<file path="config.mk">
export PLATFORM = sky130hd
export DESIGN_NAME = mem_lsu
export DESIGN_NICKNAME = d
export VERILOG_FILES = /design/src/rtl/mem_lsu_pkg.sv /design/src/rtl/mem_lsu_align.sv /design/src/rtl/mem_lsu.sv
export SDC_FILE = /design/constraint.sdc
export NUM_CORES = 1
export LEC_CHECK = 0
export ABC_AREA = 1
export CAP_MARGIN = 0
export CORE_AREA = 2 2 150 152
export CTS_BUF_LIST = sky130_fd_sc_hd__clkbuf_16
export DETAILED_ROUTE_END_ITERATION = 7
export DIE_AREA = 0 0 152 154
export MAX_ROUTING_LAYER = met4
export PLACE_DENSITY_LB_ADDON = 0.12
export SKIP_LAST_GASP = 1
export SYNTH_ARGS = -nofsm -noshare
export SYNTH_HDL_FRONTEND = slang
export SYNTH_SLANG_ARGS = --single-unit
export TNS_END_PERCENT = 30
</file>
<file path="constraint.sdc">
create_clock -name clk -period 1.7 [get_ports clk]
set_input_delay 0.255 -clock clk [delete_from_list [all_inputs] [get_ports clk]]
set_output_delay 0.255 -clock clk [all_outputs]
set_load 0.02 [all_outputs]
</file>
<file path="src/rtl/mem_lsu_pkg.sv">
// mem_lsu_pkg: shared types for the MINAv2 memory stage.
//   mem_op_t    - memory operation encoding carried from EX
//   lsu_state_t - load/store unit transaction state
//   helpers     - load/store classification and alignment check
package mem_lsu_pkg;

  typedef enum logic [3:0] {
    MEM_OP_NONE = 4'd0,
    MEM_OP_LB   = 4'd1,
    MEM_OP_LBU  = 4'd2,
    MEM_OP_LH   = 4'd3,
    MEM_OP_LHU  = 4'd4,
    MEM_OP_LW   = 4'd5,
    MEM_OP_SB   = 4'd6,
    MEM_OP_SH   = 4'd7,
    MEM_OP_SW   = 4'd8
  } mem_op_t;

  typedef enum logic [1:0] {
    LSU_IDLE = 2'd0,
    LSU_REQ  = 2'd1,
    LSU_RESP = 2'd2
  } lsu_state_t;

  // Width of the REQ wait counter.
  localparam int unsigned TO_CNT_W = 8;

  function automatic logic op_is_load(input mem_op_t op);
    logic res;
    res = op inside {MEM_OP_LB, MEM_OP_LBU, MEM_OP_LH, MEM_OP_LHU, MEM_OP_LW};
    return res;
  endfunction

  function automatic logic op_is_store(input mem_op_t op);
    logic res;
    res = op inside {MEM_OP_SB, MEM_OP_SH, MEM_OP_SW};
    return res;
  endfunction

  // Halfwords need an even address, words a 4-byte aligned one.
  function automatic logic op_misaligned(input mem_op_t op, input logic [1:0] offset);
    logic res;
    res = 1'b0;
    case (op)
      MEM_OP_LH, MEM_OP_LHU, MEM_OP_SH: res = offset[0];
      MEM_OP_LW, MEM_OP_SW:             res = (offset != 2'b00);
      default:                          res = 1'b0;
    endcase
    return res;
  endfunction

endpackage

</file>
<file path="src/rtl/mem_lsu_align.sv">
// lsu_align: combinational lane logic for the load/store unit.
//   op_i, offset_i - operation and byte offset within the word
//   st_data_i      - right-justified store data
//   rdata_i        - raw bus read word
//   be_o           - byte enables for the access (bit n = lane n)
//   wdata_o        - store data replicated onto the lanes
//   ld_data_o      - selected and sign/zero-extended load result
module lsu_align
  import mem_lsu_pkg::*;
(
  input  mem_op_t     op_i,
  input  logic [1:0]  offset_i,
  input  logic [31:0] st_data_i,
  input  logic [31:0] rdata_i,
  output logic [3:0]  be_o,
  output logic [31:0] wdata_o,
  output logic [31:0] ld_data_o
);

  logic [7:0]  rd_lane [4];
  logic [7:0]  ld_byte;
  logic [15:0] ld_half;

  genvar gi;
  for (gi = 0; gi < 4; gi++) begin : g_lane
    assign rd_lane[gi] = rdata_i[8*gi +: 8];
    // Each lane carries the byte that lands there for the access size:
    // byte stores replicate byte 0, halfword stores replicate the low half.
    assign wdata_o[8*gi +: 8] =
        (op_i == MEM_OP_SB) ? st_data_i[7:0] :
        (op_i == MEM_OP_SH) ? st_data_i[8*(gi%2) +: 8] :
        (op_i == MEM_OP_SW) ? st_data_i[8*gi +: 8] : 8'h00;
  end

  always_comb begin
    ld_byte   = rd_lane[offset_i];
    ld_half   = offset_i[1] ? rdata_i[31:16] : rdata_i[15:0];
    be_o      = 4'b0000;
    ld_data_o = 32'h0000_0000;

    case (op_i)
      MEM_OP_LB, MEM_OP_LBU, MEM_OP_SB: be_o = 4'b0001 << offset_i;
      MEM_OP_LH, MEM_OP_LHU, MEM_OP_SH: be_o = offset_i[1] ? 4'b1100 : 4'b0011;
      MEM_OP_LW, MEM_OP_SW:             be_o = 4'b1111;
      default:                          be_o = 4'b0000;
    endcase

    case (op_i)
      MEM_OP_LB:  ld_data_o = {{24{ld_byte[7]}}, ld_byte};
      MEM_OP_LBU: ld_data_o = {24'h000000, ld_byte};
      MEM_OP_LH:  ld_data_o = {{16{ld_half[15]}}, ld_half};
      MEM_OP_LHU: ld_data_o = {16'h0000, ld_half};
      MEM_OP_LW:  ld_data_o = rdata_i;
      default:    ld_data_o = 32'h0000_0000;
    endcase
  end

endmodule

</file>
<file path="src/rtl/mem_lsu.sv">
// mem_lsu: load/store unit of the MINAv2 memory stage.
// Takes one memory op from EX, runs a single req/ack transaction on the
// data bus and returns aligned, extended load data for write-back.
//   clk, rst_n                 - clock, synchronous active-low reset
//   in_valid, mem_op, addr,
//   st_data, rd_addr           - request from EX
//   stall                      - hold upstream pipeline registers
//   wb_valid, wb_rd_addr,
//   wb_data                    - load write-back (one-cycle pulse)
//   fault                      - misaligned access pulse
//   bus_err                    - bus timeout pulse
//   bus_req, bus_we, bus_addr,
//   bus_be, bus_wdata          - registered bus request
//   bus_ack, bus_rdata         - bus completion and read data
module mem_lsu
  import mem_lsu_pkg::*;
#(
  parameter int unsigned TIMEOUT_CYCLES = 255  // 0 disables the timeout
) (
  input  logic        clk,
  input  logic        rst_n,
  input  logic        in_valid,
  input  mem_op_t     mem_op,
  input  logic [31:0] addr,
  input  logic [31:0] st_data,
  input  logic [4:0]  rd_addr,
  output logic        stall,
  output logic        wb_valid,
  output logic [4:0]  wb_rd_addr,
  output logic [31:0] wb_data,
  output logic        fault,
  output logic        bus_err,
  output logic        bus_req,
  output logic        bus_we,
  output logic [31:0] bus_addr,
  output logic [3:0]  bus_be,
  output logic [31:0] bus_wdata,
  input  logic        bus_ack,
  input  logic [31:0] bus_rdata
);

  localparam logic                TO_EN   = (TIMEOUT_CYCLES != 0);
  // Counter value during the last REQ cycle allowed before timing out.
  localparam logic [TO_CNT_W-1:0] TO_LAST = TO_CNT_W'(TIMEOUT_CYCLES - 1);

  lsu_state_t          state_q, state_d;
  mem_op_t             op_q, op_d;
  logic [1:0]          off_q, off_d;
  logic [4:0]          rd_q, rd_d;
  logic [TO_CNT_W-1:0] cnt_q, cnt_d;

  logic        bus_req_q, bus_req_d;
  logic        bus_we_q, bus_we_d;
  logic [31:0] bus_addr_q, bus_addr_d;
  logic [3:0]  bus_be_q, bus_be_d;
  logic [31:0] bus_wdata_q, bus_wdata_d;
  logic        wb_valid_q, wb_valid_d;
  logic [4:0]  wb_rd_q, wb_rd_d;
  logic [31:0] wb_data_q, wb_data_d;
  logic        fault_q, fault_d;
  logic        bus_err_q, bus_err_d;

  logic        req_present;
  logic        req_misaligned;
  logic [3:0]  st_be;
  logic [31:0] st_wdata;
  logic [31:0] ld_data;
  logic [31:0] st_ld_unused;
  logic [3:0]  ld_be_unused;
  logic [31:0] ld_wdata_unused;

  // Store path: lanes and enables from the incoming request.
  lsu_align u_align_st (
    .op_i      (mem_op),
    .offset_i  (addr[1:0]),
    .st_data_i (st_data),
    .rdata_i   (32'h0000_0000),
    .be_o      (st_be),
    .wdata_o   (st_wdata),
    .ld_data_o (st_ld_unused)
  );

  // Load path: extraction from the bus word using the latched op/offset.
  lsu_align u_align_ld (
    .op_i      (op_q),
    .offset_i  (off_q),
    .st_data_i (32'h0000_0000),
    .rdata_i   (bus_rdata),
    .be_o      (ld_be_unused),
    .wdata_o   (ld_wdata_unused),
    .ld_data_o (ld_data)
  );

  // No request is taken while reset is asserted, which keeps stall low then.
  assign req_present    = rst_n && in_valid && (mem_op != MEM_OP_NONE);
  assign req_misaligned = op_misaligned(mem_op, addr[1:0]);

  always_comb begin
    state_d     = state_q;
    op_d        = op_q;
    off_d       = off_q;
    rd_d        = rd_q;
    cnt_d       = cnt_q;
    bus_req_d   = bus_req_q;
    bus_we_d    = bus_we_q;
    bus_addr_d  = bus_addr_q;
    bus_be_d    = bus_be_q;
    bus_wdata_d = bus_wdata_q;
    wb_valid_d  = 1'b0;
    wb_rd_d     = wb_rd_q;
    wb_data_d   = wb_data_q;
    fault_d     = 1'b0;
    bus_err_d   = 1'b0;
    stall       = 1'b0;

    unique case (state_q)
      LSU_IDLE: begin
        if (req_present) begin
          if (req_misaligned) begin
            // Rejected without touching the bus; pipeline is not held.
            fault_d = 1'b1;
          end else begin
            stall       = 1'b1;
            op_d        = mem_op;
            off_d       = addr[1:0];
            rd_d        = rd_addr;
            cnt_d       = '0;
            bus_req_d   = 1'b1;
            bus_we_d    = op_is_store(mem_op);
            bus_addr_d  = {addr[31:2], 2'b00};
            bus_be_d    = st_be;
            bus_wdata_d = op_is_store(mem_op) ? st_wdata : 32'h0000_0000;
            state_d     = LSU_REQ;
          end
        end
      end

      LSU_REQ: begin
        stall = 1'b1;
        // Ack takes priority over a timeout landing in the same cycle.
        if (bus_ack) begin
          bus_req_d = 1'b0;
          if (op_is_load(op_q)) begin
            wb_valid_d = 1'b1;
            wb_data_d  = ld_data;
            wb_rd_d    = rd_q;
          end
          state_d = LSU_RESP;
        end else if (TO_EN && (cnt_q == TO_LAST)) begin
          bus_req_d = 1'b0;
          bus_err_d = 1'b1;
          state_d   = LSU_IDLE;
        end else begin
          cnt_d = cnt_q + 1'b1;
        end
      end

      LSU_RESP: begin
        // wb_valid is already high from the ack edge; requests wait a cycle.
        state_d = LSU_IDLE;
      end

      default: begin
        state_d = LSU_IDLE;
      end
    endcase
  end

  always_ff @(posedge clk) begin
    if (!rst_n) begin
      state_q     <= LSU_IDLE;
      op_q        <= MEM_OP_NONE;
      off_q       <= 2'b00;
      rd_q        <= 5'd0;
      cnt_q       <= '0;
      bus_req_q   <= 1'b0;
      bus_we_q    <= 1'b0;
      bus_addr_q  <= 32'h0000_0000;
      bus_be_q    <= 4'b0000;
      bus_wdata_q <= 32'h0000_0000;
      wb_valid_q  <= 1'b0;
      wb_rd_q     <= 5'd0;
      wb_data_q   <= 32'h0000_0000;
      fault_q     <= 1'b0;
      bus_err_q   <= 1'b0;
    end else begin
      state_q     <= state_d;
      op_q        <= op_d;
      off_q       <= off_d;
      rd_q        <= rd_d;
      cnt_q       <= cnt_d;
      bus_req_q   <= bus_req_d;
      bus_we_q    <= bus_we_d;
      bus_addr_q  <= bus_addr_d;
      bus_be_q    <= bus_be_d;
      bus_wdata_q <= bus_wdata_d;
      wb_valid_q  <= wb_valid_d;
      wb_rd_q     <= wb_rd_d;
      wb_data_q   <= wb_data_d;
      fault_q     <= fault_d;
      bus_err_q   <= bus_err_d;
    end
  end

  assign bus_req    = bus_req_q;
  assign bus_we     = bus_we_q;
  assign bus_addr   = bus_addr_q;
  assign bus_be     = bus_be_q;
  assign bus_wdata  = bus_wdata_q;
  assign wb_valid   = wb_valid_q;
  assign wb_rd_addr = wb_rd_q;
  assign wb_data    = wb_data_q;
  assign fault      = fault_q;
  assign bus_err    = bus_err_q;

endmodule

</file>
==> reports/results.tsv, run 1 <==
stage	metric	value	unit
route	antenna violation net count after detailed routing	0	
power_and_ir_drop	Psw	2140	uW
synthesis	Async SR Flop Fraction	0	
synthesis	Synth cell types	30	
sta	Highest Clock Rate	594	MHz
setup_path	Crit-path slowest cell	clkdlybuf4s50_1	
power_and_ir_drop	clock power share	0.430	
synthesis	Netlist Area Pre-Place	6030	um2
global_routing	first-pass GRT wire length	33900	um
synthesis	dominant cell type by area after synthesis	dfxtp_1	
synthesis	Synth area leaders	dfxtp_1 43%, nand2_1 16%, a21oi_1 9.8%	
finish	most frequent cells in the layout	260 x nand2_1, 211 x clkdlybuf4s50_1, 129 x dfxtp_1, 118 x a21oi_1, 81 x nor2_1	
synthesis	synthesized area per cell	6.69	um2
sta	final worst hold slack	0.290	ns
setup_path	CP delay by family, top	buffers and inverters	
synthesis	number of flops mapped to enable cells by yosys	0	
setup_path	Max FO, Critical Path	2	
clock_tree	CTS max path bufs	2	
synthesis	synthesized flop and latch total	129	
global_routing	largest net degree at the start of global routing	37	
job	maxcap violations	0	
placement	dpl hpwl	15600	um
sta	RSZ-0062 raised after global routing	yes	
finish	commonest non-fill, non-tap cell in the layout	nand2_1	
synthesis	Synth top area share	0.428	
power_and_ir_drop	Pwr per Cell Area	836	nW/um2
synthesis	register area share after synthesis	0.428	
die	CORE AREA	21700	um2
clock_tree	Clk pin slew, worst setup/hold paths	0.05	ns
placement	DP Cell Count	1428	
setup_path	crit path launch type	flop	
setup_path	Worst Path Required	1.44	ns
setup_path	crit-path cells	clkdlybuf4s50_1	
die	# rows	54	
power_and_ir_drop	Int Power	5950	uW
die	die extent in y	154	um
clock_tree	Clock Latency Late Sink	0.41	ns
synthesis	Primary FF master, synth	dfxtp_1	
clock_tree	clock sinks	129	
route	via count	6516	
worst_hold_path	depth of the worst hold-timing path	4	
placement	Port Buffers	217	
setup_path	CP Buf/Inv Count	1	
sta	Clock Skew	0.00982	ns
finish	fillers	2332	
route	DR pass1 iterations	6	
synthesis	Post-Synthesis Cells	902	
power_and_ir_drop	maximum vdd drop	615	uV
finish	Area Growth Syn to Fin	60.3	%
placement	routability cong.	0.820	
setup_path	CP Depth	1	
synthesis	YS warnings	0	
power_and_ir_drop	Logic pwr share	0.177	
sta	Final min period	1.68	ns
die	chip width	152	um
power_and_ir_drop	sw frac	0.265	
global_routing	initial antenna violation count	1	
die	Die ar.	23400	um2
global_routing	GRT Resource Usage Total	0.185	
route	Iter 0 DRT Violations	226	
route	Routed WL per cell	14.3	um
die	starting density of the core	0.278	
clock_tree	CTS Buf Count	17	
route	number of remaining DRC errors	0	
setup_path	Critical Path AT	1.43	ns
clock_tree	H-tree Lvls	4	
run_status	outcome	finished, final reports clean	
die	IO Pins	220	
global_routing	vias in the first global route	6433	
setup_path	Worst path max stage delay	0.63	ns
sta	final worst path period share	0.991	
sta	final setup fails	0	
sta	Fin. Hold Viols	0	
sta	Slew Limit Fails	0	
setup_path	R2R cell count	6	
power_and_ir_drop	Lkg Pwr	0.00401	uW
worst_hold_path	HP Class	primary input to flop	
finish	Final nets	1280	
setup_path	CP Capture Type	primary output	
route	DR vias/cell	4.46	
setup_path	Crit Path Category	flop to primary output	
power_and_ir_drop	Seq pwr share	0.394	
clock_tree	clk root buf	clkbuf_16	
route	WL final	20900	um
finish	share of post-route cells with drive strength above 1	0.113	
global_routing	GRT overflow	0	
clock_tree	CTS tree	yes	
finish	Non-Filler Instances	1462	
power by group through the flow:
stage / sequential (uW) / combinational [uW] / clock (uW)
2_1_floorplan: 3340 / 531 / 0
3_3_place_gp: 3250 / 1440 / 0
3_5_place_dp: 3250 / 1430 / 0
4_1_cts: 3180 / 1440 / 3580
5_1_grt: 3200 / 1570 / 3700
6_report: 3180 / 1430 / 3470
per-layer routing:
| layer | up-vias | share of wire | routed length (um) | GRT usage |
|---|---|---|---|---|
| li1 | 3428 | - | - | - |
| met1 | 2896 | 0.46 | 9680 | 0.230 |
| met2 | 166 | 0.47 | 9840 | 0.298 |
| met3 | 26 | 0.048 | 1000 | 0.0406 |
| met4 | 0 | 0.017 | 361 | 0.0596 |
| met5 | - | 0 | 0 | - |
repair_timing:
item / in CTS / in global routing
endpoints found under the hold margin: 0 / 0
gates resized for setup: 7 / 4
hold buffers: 0 / 0
endpoints found under the setup margin: 1 / 33
buffers inserted: 1 / 1
pin swaps: 1 / 1
sequential cells by signal, summed over array words and instances (netlist names), 2 cells and up:
register,flops
state_q,2
cnt_q,8
bus_addr,30
wb_data,32
bus_wdata,32
op_q,4
off_q,2
bus_be,4
wb_rd_addr,5
rd_q,5
cell families (layout without fill, tap and decap cells):
kind of cell               count (synthesis)  after routing  share of synthesized area
adders and majority gates                  2              2                    0.00415
and+or+nand+nor                          438            438                      0.300
other                                      1              3                   0.000621
AOI/OAI and AO/OA                        202            202                      0.169
DFF                                      129            129                      0.428
buffers and inverters                    127            405                     0.0931
xor gates and xnor gates                   3              3                    0.00435
synth_stat cells, types with 2 or more instances:
library cell / n
dfxtp_1: 129
nand2_1: 260
nand3_1: 78
ha_1: 2
o21ai_0: 79
buf_4: 15
nor2_4: 4
buf_6: 2
nor2_2: 3
nor2_1: 82
a21oi_1: 118
xor2_1: 2
clkbuf_1: 23
nand2_2: 6
buf_1: 3
inv_1: 69
inv_2: 3
buf_2: 11
a31oi_1: 2
final timing paths:
check,startpoint,to,slack (ns)
setup / recovery,bus_wdata[22],bus_wdata[22],0.02
hold / removal,mem_op[2],op_q[2],0.29
setup reg to reg,op_q[3],wb_data[5],0.16
hold reg to reg,rd_q[1],rd_q[1],0.46
area by class of cell:
type | instances | area (um2) | area share
timing repair buffer | 301 | 2990 | 0.310
multi-input combinational | 647 | 2920 | 0.301
inverter | 73 | 275 | 0.0285
tap | 280 | 350 | 0.0362
clock buffer | 17 | 425 | 0.0440
sequential | 129 | 2580 | 0.267
clock inverter | 14 | 126 | 0.0131
antenna | 1 | 2.50 | 0.000259
per-stage QoR:
stage	instance area [um2]	setup slack [ns]	power, uW	utilization	TNS, ns
after global routing	9670	-0.0167	8470	0.446	-0.0641
after CTS	9660	0.00534	8200	0.445	0
after floorplan	6040	0.234	3870	-	0
after detailed placement	9100	-0.357	4680	0.419	-31.69
final	9670	0.0151	8090	0.446	0
after global placement	9100	-0.354	4690	0.419	-27.09
No activity file was read; power rests on OpenSTA's default activity.
==> run 2: changes to the inputs <==
CORE_AREA = 2 2 126 128   (was 2 2 150 152)
DIE_AREA = 0 0 128 130   (was 0 0 152 154)
clock period = 1.4 ns   (was 1.7 ns; I/O delays follow)
==> run 2 against run 1 <==
  * The run now ends with setup timing left
  * Core utilization up 23 points
  * Hold slack better by 0.043 ns
  * First-iteration DRC count up 130%
  * Clock skew up 0.00067 ns
  * Combinational power up 40%
  * Wire length down 2.7%
  * Via count up 6.8%
  * Clock power up 22%
  * Global-route usage up 5.1 points
  * Critical endpoint is now wb_data[6]
  * Largest cell class unchanged
  * Highest routed layer unchanged
==> reports/results.tsv, run 2 (synthesis results as in run 1) <==
stage	metric	value	unit
run_status	outcome	finished, violations left	
run_status	failing checks	setup timing	
finish	Non-Filler Instances	1417	
setup_path	Critical Path AT	1.37	ns
clock_tree	H-tree Lvls	4	
clock_tree	Clk pin slew, worst setup/hold paths	0.06	ns
sta	Slew Limit Fails	0	
sta	Clock Skew	0.0105	ns
route	DR pass1 iterations	6	
global_routing	largest net degree at the start of global routing	47	
setup_path	CP delay by family, top	buffers and inverters	
clock_tree	Clock Latency Late Sink	0.42	ns
setup_path	Crit Path Category	flop to primary output	
power_and_ir_drop	Lkg Pwr	0.00509	uW
finish	most frequent cells in the layout	242 x nand2_1, 153 x clkdlybuf4s50_1, 121 x dfxtp_1, 107 x a21oi_1, 86 x buf_4	
setup_path	CP Capture Type	primary output	
global_routing	GRT overflow	0	
route	Iter 0 DRT Violations	529	
sta	Final Worst Setup Slack	-0.179	ns
setup_path	Critical R2R Capture	wb_data[12]	
clock_tree	clk root buf	clkbuf_16	
setup_path	CP startpoint	wb_data[6]	
clock_tree	CTS tree	yes	
setup_path	crit-path cells	clkdlybuf4s50_1	
power_and_ir_drop	Pwr per Cell Area	965	nW/um2
placement	DP Cell Count	1355	
route	DR vias/cell	4.91	
worst_hold_path	Worst Hold Endpoint	op_q[2]	
sta	Highest Clock Rate	633	MHz
setup_path	flop-to-flop setup slack	-0.14	ns
sta	final setup TNS	-10.44	ns
setup_path	Worst Path Required	1.19	ns
finish	share of post-route cells with drive strength above 1	0.207	
worst_hold_path	depth of the worst hold-timing path	4	
placement	Port Buffers	217	
die	# rows	46	
global_routing	GRT Resource Usage Total	0.235	
route	antenna violation net count after detailed routing	0	
global_routing	first-pass GRT wire length	30400	um
setup_path	Max FO, Critical Path	2	
setup_path	CP Depth	1	
die	IO Pins	220	
die	die extent in y	130	um
placement	dpl hpwl	13300	um
route	number of remaining DRC errors	0	
clock_tree	CTS max path bufs	2	
die	Die ar.	16600	um2
setup_path	Worst path max stage delay	0.62	ns
placement	routability cong.	0.876	
route	Routed WL per cell	14.3	um
clock_tree	Post-CTS Hold Fix Bufs	0	
finish	Area Growth Syn to Fin	73.9	%
clock_tree	CTS Buf Count	17	
worst_hold_path	Worst Hold Launch	mem_op[2]	
sta	RSZ-0062 raised after global routing	yes	
sta	final setup fails	90	
die	starting density of the core	0.391	
die	chip width	128	um
setup_path	CP Buf/Inv Count	1	
finish	Final nets	1323	
global_routing	initial antenna violation count	1	
setup_path	worst reg2reg path startpoint	op_q[2]	
clock_tree	clock sinks	129	
job	maxcap violations	0	
sta	final worst path period share	1.13	
placement	DP Worst Slack	-0.824	ns
power_and_ir_drop	overall power	10100	uW
setup_path	crit path launch type	flop	
setup_path	R2R cell count	9	
die	CORE AREA	15400	um2
setup_path	Crit-path slowest cell	clkdlybuf4s50_1	
route	via count	6959	
route	WL final	20300	um
sta	Fin. Hold Viols	0	
power_and_ir_drop	maximum vdd drop	804	uV
worst_hold_path	HP Class	primary input to flop	
global_routing	vias in the first global route	6252	
finish	commonest non-fill, non-tap cell in the layout	nand2_1	
sta	Final min period	1.58	ns
## run 2: how the worst max path moves through the flow
stage	end	slack, ns
after global placement	stall	-0.79
after detailed placement	bus_be[2]	-0.82
after CTS	bus_wdata[26]	-0.19
final	wb_data[6]	-0.18
after floorplan	wb_data[24]	-0.04
after global routing	wb_data[16]	-0.22
## run 2: what timing repair did
item / 4_1_cts / 5_1_grt
setup buffers: 7 / 13
cloned: 4 / 7
endpoints found under the setup margin: 229 / 210
gates resized for setup: 60 / 166
pin swaps: 10 / 28
## run 2: power by group
| part | leakage, uW | internal, uW | switching, uW | total [uW] |
|---|---|---|---|---|
| clock network | 0.000272 | 2600 | 1650 | 4250 |
| registers | 0.00105 | 3800 | 78.5 | 3880 |
| logic | 0.00377 | 1010 | 986 | 2000 |
## run 2: through the flow
| step | utilization | cell area [um2] | hold slack [ns] |
|---|---|---|---|
| 6_report | 0.680 | 10500 | 0.334 |
| 5_1_grt | 0.680 | 10500 | 0.338 |
| 4_1_cts | 0.634 | 9790 | 0.331 |
| 3_5_place_dp | 0.585 | 9030 | 0.455 |
| 3_3_place_gp | 0.585 | 9030 | 0.448 |
| 2_1_floorplan | - | 6040 | 0.288 |
## run 2: cell type report
class	instances	area, um2
antenna	1	2.50
clock buffer	17	425
clock inverter	14	141
fill	1334	4930
inverter	73	288
multi-input combinational	648	3210
sequential	129	2590
tap	192	240
timing repair buffer	343	3590
## run 2: layer usage
layer / GRT usage / wire length, um / up-vias
li1: - / - / 3528
met1: 0.288 / 8760 / 3161
met2: 0.388 / 9830 / 237
met3: 0.0558 / 1250 / 33
met4: 0.0698 / 477 / 0
met5: - / 0 / -
==> run 3: changes to the inputs <==
ABC_AREA = not set   (was 1)
CORE_AREA = 2 2 124 126   (was 2 2 126 128)
DIE_AREA = 0 0 126 128   (was 0 0 128 130)
==> run 3 against run 2 <==
  * The flow still finishes with violations (setup timing)
  * Non-clock buffer count up 5
  * Highest routed layer unchanged
  * Global-route usage rose by 3.4 points
  * Sequential power is 2% higher
  * Critical path depth grew 8
  * Clock power increased by 5.2%
==> reports/results.tsv, run 3 <==
stage	metric	value	unit
run_status	outcome	finished, violations left	
run_status	failing checks	setup timing	
finish	area of the multi-input gates	3400	um2
global_routing	largest net degree at the start of global routing	62	
synthesis	dominant cell type by area after synthesis	dfxtp_1	
setup_path	Max FO, Critical Path	6	
finish	fillers	1094	
die	chip width	126	um
setup_path	CP Capture Type	flop	
synthesis	Synth top area share	0.447	
synthesis	Post-Synthesis Cells	652	
sta	final setup fails	204	
setup_path	Crit-path slowest cell	dfxtp_4	
clock_tree	Clock Latency Late Sink	0.42	ns
finish	Reg area	2610	um2
setup_path	Critical Path AT	1.96	ns
synthesis	most common cell in the netlist	dfxtp_1	
sta	Final Worst Setup Slack	-0.262	ns
clock_tree	CTS tree	yes	
route	antenna violation net count after detailed routing	0	
sta	RSZ-0062 raised after global routing	yes	
die	# rows	45	
setup_path	CP Buf/Inv Count	5	
sta	Slew Limit Fails	0	
placement	routability cong.	0.858	
finish	Area Growth Syn to Fin	81.3	%
synthesis	Primary FF master, synth	dfxtp_1	
power_and_ir_drop	maximum vdd drop	829	uV
route	DR pass1 iterations	5	
placement	DP Cell Count	1097	
synthesis	Async SR Flop Fraction	0	
clock_tree	clock sinks	129	
clock_tree	clk root buf	clkbuf_16	
finish	commonest non-fill, non-tap cell in the layout	clkdlybuf4s50_1	
global_routing	GRT overflow	0	
synthesis	Synth area leaders	dfxtp_1 45%, mux2i_1 7.8%, o21ai_0 6.5%	
placement	Post-DP Area	8830	um2
synthesis	Netlist Area Pre-Place	5780	um2
synthesis	commonest cells in the netlist	129 x dfxtp_1, 75 x o21ai_0, 72 x nand2_1, 56 x a21oi_1, 45 x mux2i_1	
global_routing	first-pass GRT wire length	33700	um
clock_tree	H-tree Lvls	4	
finish	Non-Filler Instances	1163	
setup_path	CP delay by family, top	buffers and inverters	
setup_path	Most common cell on crit path	buf_6	
sta	Highest Clock Rate	602	MHz
synthesis	synthesized flop and latch total	129	
synthesis	synthesized area per cell	8.86	um2
sta	final worst path period share	1.19	
synthesis	register area share after synthesis	0.447	
worst_hold_path	HP Class	primary input to flop	
die	starting density of the core	0.389	
finish	fin util	0.705	
setup_path	Crit Path Category	flop to flop	
finish	most frequent cells in the layout	178 x clkdlybuf4s50_1, 121 x dfxtp_1, 91 x buf_4, 70 x nand2_1	
route	via count	6349	
sta	final setup TNS	-30.37	ns
clock_tree	CTS max path bufs	2	
job	maxcap violations	0	
placement	Port Buffers	217	
route	Iter 0 DRT Violations	353	
synthesis	Synth cell types	53	
route	WL final	21500	um
die	Die ar.	16100	um2
die	CORE AREA	14900	um2
setup_path	Worst Path Required	1.70	ns
sta	Final min period	1.66	ns
setup_path	crit-path cells	buf_6 > nor3_4 > buf_6 > nand2b_4 > nor2_4 > buf_6 > buf_4 > buf_16 > o21ai_0	
placement	dpl hpwl	13800	um
die	die extent in y	128	um
sta	final worst hold slack	0.197	ns
finish	Final nets	1073	
synthesis	number of flops mapped to enable cells by yosys	0	
global_routing	GRT Resource Usage Total	0.269	
setup_path	Worst path max stage delay	0.38	ns
finish	share of post-route cells with drive strength above 1	0.274	
sta	Fin. Hold Viols	0	
sta	Clock Skew	0.00952	ns
power_and_ir_drop	Pwr per Cell Area	1010	nW/um2
clock_tree	CTS Buf Count	17	
route	DR vias/cell	5.46	
synthesis	YS warnings	0	
clock_tree	Clk pin slew, worst setup/hold paths	0.06	ns
global_routing	initial antenna violation count	1	
route	number of remaining DRC errors	0	
setup_path	crit path launch type	flop	
die	IO Pins	220	
finish	design area	10500	um2
route	Routed WL per cell	18.5	um
power_and_ir_drop	Lkg Pwr	0.00444	uW
global_routing	vias in the first global route	6581	
[run 3: cell types whose count changed after synthesis, sizes merged, moves of 11 or more]
| cell | before | now |
|---|---|---|
| inv | 72 | 5 |
| clkbuf | 23 | 34 |
| o211ai | 0 | 17 |
| mux2i | 0 | 45 |
| a21oi | 118 | 57 |
| nand3 | 78 | 43 |
| nand2 | 266 | 72 |
| a22o | 0 | 16 |
| nor2 | 89 | 19 |
| a211oi | 0 | 14 |
| a22oi | 0 | 16 |
[run 3: stage by stage]
stage | power, uW | setup slack, ns
2_1_floorplan | 4840 | -0.474
3_5_place_dp | 5820 | -1.12
4_1_cts | 10600 | -0.258
3_3_place_gp | 5800 | -1.04
6_report | 10600 | -0.262
5_1_grt | 11000 | -0.301
[run 3: tightest hold or removal path: cells and delay by family]
family,cells,cell delay [ns]
buffers and inverters,2,0.21
AND/OR/NAND/NOR,1,0.10
AO/OA/AOI/OAI,1,0.07
[run 3: final timing paths]
kind / from / to / slack [ns] / cells past startpoint
min: mem_op[3] / op_q[3] / 0.20 / 4
max reg2reg: state_q[0] / bus_addr[29] / -0.26 / 9
min reg2reg: bus_wdata[12] / bus_wdata[12] / 0.47 / 1
max: state_q[0] / bus_addr[29] / -0.26 / 9
[run 3: kinds of logic after synthesis]
| logic type | Yosys count | share of synthesized area |
|---|---|---|
| AO/OA/AOI/OAI | 234 | 0.265 |
| adder cells (fa/ha/maj) | 2 | 0.00433 |
| multiplexers | 46 | 0.0818 |
| XOR/XNOR | 1 | 0.00152 |
| buffers and inverters | 64 | 0.0485 |
| flip-flops | 129 | 0.447 |
| AND/OR/NAND/NOR | 175 | 0.152 |
| other | 1 | 0.000649 |
[run 3: routing by layer]
| layer | vias to the layer above | share of wire | GRT usage |
|---|---|---|---|
| li1 | 3032 | - | - |
| met4 | 0 | 0.019 | 0.0950 |
| met3 | 31 | 0.059 | 0.0597 |
| met5 | - | 0 | - |
| met2 | 239 | 0.49 | 0.435 |
| met1 | 3047 | 0.44 | 0.335 |
[run 3: layout make-up]
class,count,area share
timing repair buffer,348,0.346
clock buffer,17,0.0406
multi-input combinational,461,0.325
sequential,129,0.249
antenna,1,0.000239
inverter,5,0.00179
clock inverter,14,0.0156
tap,188,0.0224
[run 3: report_power, final]
| part | internal, uW | switching [uW] | total [uW] |
|---|---|---|---|
| logic | 1160 | 1050 | 2210 |
| clock network | 2780 | 1690 | 4470 |
| registers | 3840 | 119 | 3960 |
| total | 7770 | 2860 | 10600 |
[run 3: what timing repair did]
item                       4_1_cts  5_1_grt
pin swaps                       36       25
cloned                          10        0
hold buffers                     0        0
resized for setup              148       72
buffers inserted                23        5
setup endpoints to repair      235      234
==> RTL edit, RTL diff (settings of run 1) <==
The 3 states of `lsu_state_t` get a one-hot encoding in 3 bits.
--- a/src/rtl/mem_lsu_pkg.sv
+++ b/src/rtl/mem_lsu_pkg.sv
@@ -17,8 +17,8 @@
   } mem_op_t;
 
-  typedef enum logic [1:0] {
-    LSU_IDLE = 2'd0,
-    LSU_REQ  = 2'd1,
-    LSU_RESP = 2'd2
+  typedef enum logic [2:0] {
+    LSU_IDLE = 3'b001,
+    LSU_REQ  = 3'b010,
+    LSU_RESP = 3'b100
   } lsu_state_t;
 
Formal check against the unedited RTL: no difference found for any inputs over 4 cycles, from zero or initial values and one cycle with rst_n low; so few cycles prove little.
==> RTL edit against run 1 <==
Worst setup slack improved by 0.031 ns; wire length increased by 0.70%; area after synthesis decreased by 0.39%; synthesized cell count increased by 0.67%; hold slack improved by 0.097 ns; clock skew decreased by 0.00068 ns; total power decreased by 3.1%; sequential cell count increased by 1; final area decreased by 0.88%.
==> RTL edit: results (changes against run 1) <==
| Metric | Value |
|---|---|
| Status | `finished, final reports clean` |
| Hold path start | `addr[2]` |
| FP Rows | `54 (unchanged)` |
| Layout net count | `1281 (+0.078%)` |
| First-pass GRT wire length | `33400 µm (-1.6%)` |
| Placer Congestion | `0.805 (-1.9%)` |
| GRT Overall Usage | `0.182 (-0.00227)` |
| Fin Clk Skew | `0.00913 ns (-0.000683 ns)` |
| CP startpoint | `bus_wdata[31]$_SDFFE_PN0P_` |
| Synth top area cells | `dfxtp_1 (43%), nand2_1 (18%), a21oi_1 (9.3%), nor2_1 (5.9%), o21ai_0 (5.4%)` |
| Final period util | `0.973 (-0.0184)` |
| Worst r2r path cells | `10 (+4)` |
| Syn Area/Cell | `6.62 µm² (-1.1%)` |
| Min-Delay Path Class | `input pin to flip-flop` |
| Dpl cell area | `8970 µm² (-1.4%)` |
| Pre-CTS WS | `-0.585 ns (-0.229 ns)` |
| HPWL Detailed | `15300 µm (-1.5%)` |
| Switch Pwr | `2110 µW (-1.3%)` |
| H-tree levels | `4 (unchanged)` |
| Worst vdd rail ir drop | `0.588 mV (-4.4%)` |
| DRT iter0 DRCs | `283 (+25%)` |
| Hold path depth | `3 (-1)` |
| Antenna violations before repair | `3 (+2)` |
| Post-Route WL | `21000 µm (+0.70%)` |
| Reg-to-reg slack, setup | `0.10 ns (-0.06 ns)` |
| Port buffer count | `217 (unchanged)` |
| CP delay by family, top | `buffers and inverters` |
| Seq pwr | `3180 µW (about the same)` |
| Worst Path Max Fanout | `2 (unchanged)` |
| Worst reg2reg startpoint | `state_q[0]$_SDFFE_PN1P_` |
| DR pass1 iterations | `5 (-1)` |
| Top cells by instance count after synthesis | `nand2_1 (286), dfxtp_1 (130), a21oi_1 (112)` |
| Share of cells above drive strength 1 | `0.112 (-0.00169)` |
| Vias in the first global route | `6360 (-1.1%)` |
| Primary FF master, synth | `dfxtp_1` |
| Post-synthesis sequential area ratio | `0.433 (+0.00502)` |
| Critical path arrival | `1.40 ns (-0.03 ns)` |
| Routed via count | `6578 (+0.95%)` |
| Fill cells | `2287 (-1.9%)` |
| Yosys cell types | `29 (-3.3%)` |
| DR WL/cell | `14.4 µm (+0.56%)` |
| Clock Power | `3430 µW (-1%)` |
| Largest net degree at the start of global routing | `35 (-5.4%)` |
| Clk pwr share | `0.438 (+0.008)` |
| Leakage power total | `0.00400 µW (-0.17%)` |
RTL edit: path summary, 6_finish.rpt:
path                                            endpoint
worst max-delay path                       bus_wdata[31]
worst min register to register      rd_q[4]$_SDFFE_PN0P_
worst max register to register   wb_data[8]$_SDFFE_PN0P_
worst min-delay path            bus_addr[2]$_SDFFE_PN0P_
RTL edit: area by class of cell:
class	count	area [µm²]	area share
diodes	3	7.51	0.000783
clock buffers	17	425	0.0444
clock inverters	13	116	0.0121
inverters	84	317	0.0330
multi-input cells	644	2860	0.299
flip-flops and latches	130	2600	0.271
well taps	280	350	0.0365
repair buffers	293	2910	0.303
RTL edit: per-stage QoR:
| step | util | setup TNS (ns) | hold slack [ns] |
|---|---|---|---|
| finish | 0.442 | 0 | 0.388 |
| global route | 0.442 | -0.0758 | 0.382 |
| CTS | 0.439 | 0 | 0.368 |
| detailed placement | 0.413 | -44.03 | 0.446 |
| global placement | 0.413 | -40.60 | 0.446 |
| floorplan | - | 0 | 0.334 |
RTL edit: per-layer routing:
metal | vias up | global-route usage | wire length, µm
met5 | - | - | 0
met4 | 0 | 0.0467 | 229
met3 | 20 | 0.0448 | 1100
met2 | 160 | 0.295 | 9720
met1 | 2991 | 0.229 | 9970
li1 | 3407 | - | -
RTL edit: cell families after synthesis:
family                     count (synthesis)  synth area share
AOI/OAI and AO/OA                        188             0.160
xor gates and xnor gates                   4           0.00583
adders and majority gates                  2           0.00416
buffers and inverters                    135            0.0966
DFF                                      130             0.433
other                                      1          0.000624
and+or+nand+nor                          448             0.300
RTL edit: what timing repair did:
item                                    4_1_cts  5_1_grt
pin swaps                                     2        2
cloned                                        0        1
endpoints found under the setup margin       55       36
setup buffers                                 1        1
resized for setup                            14        6
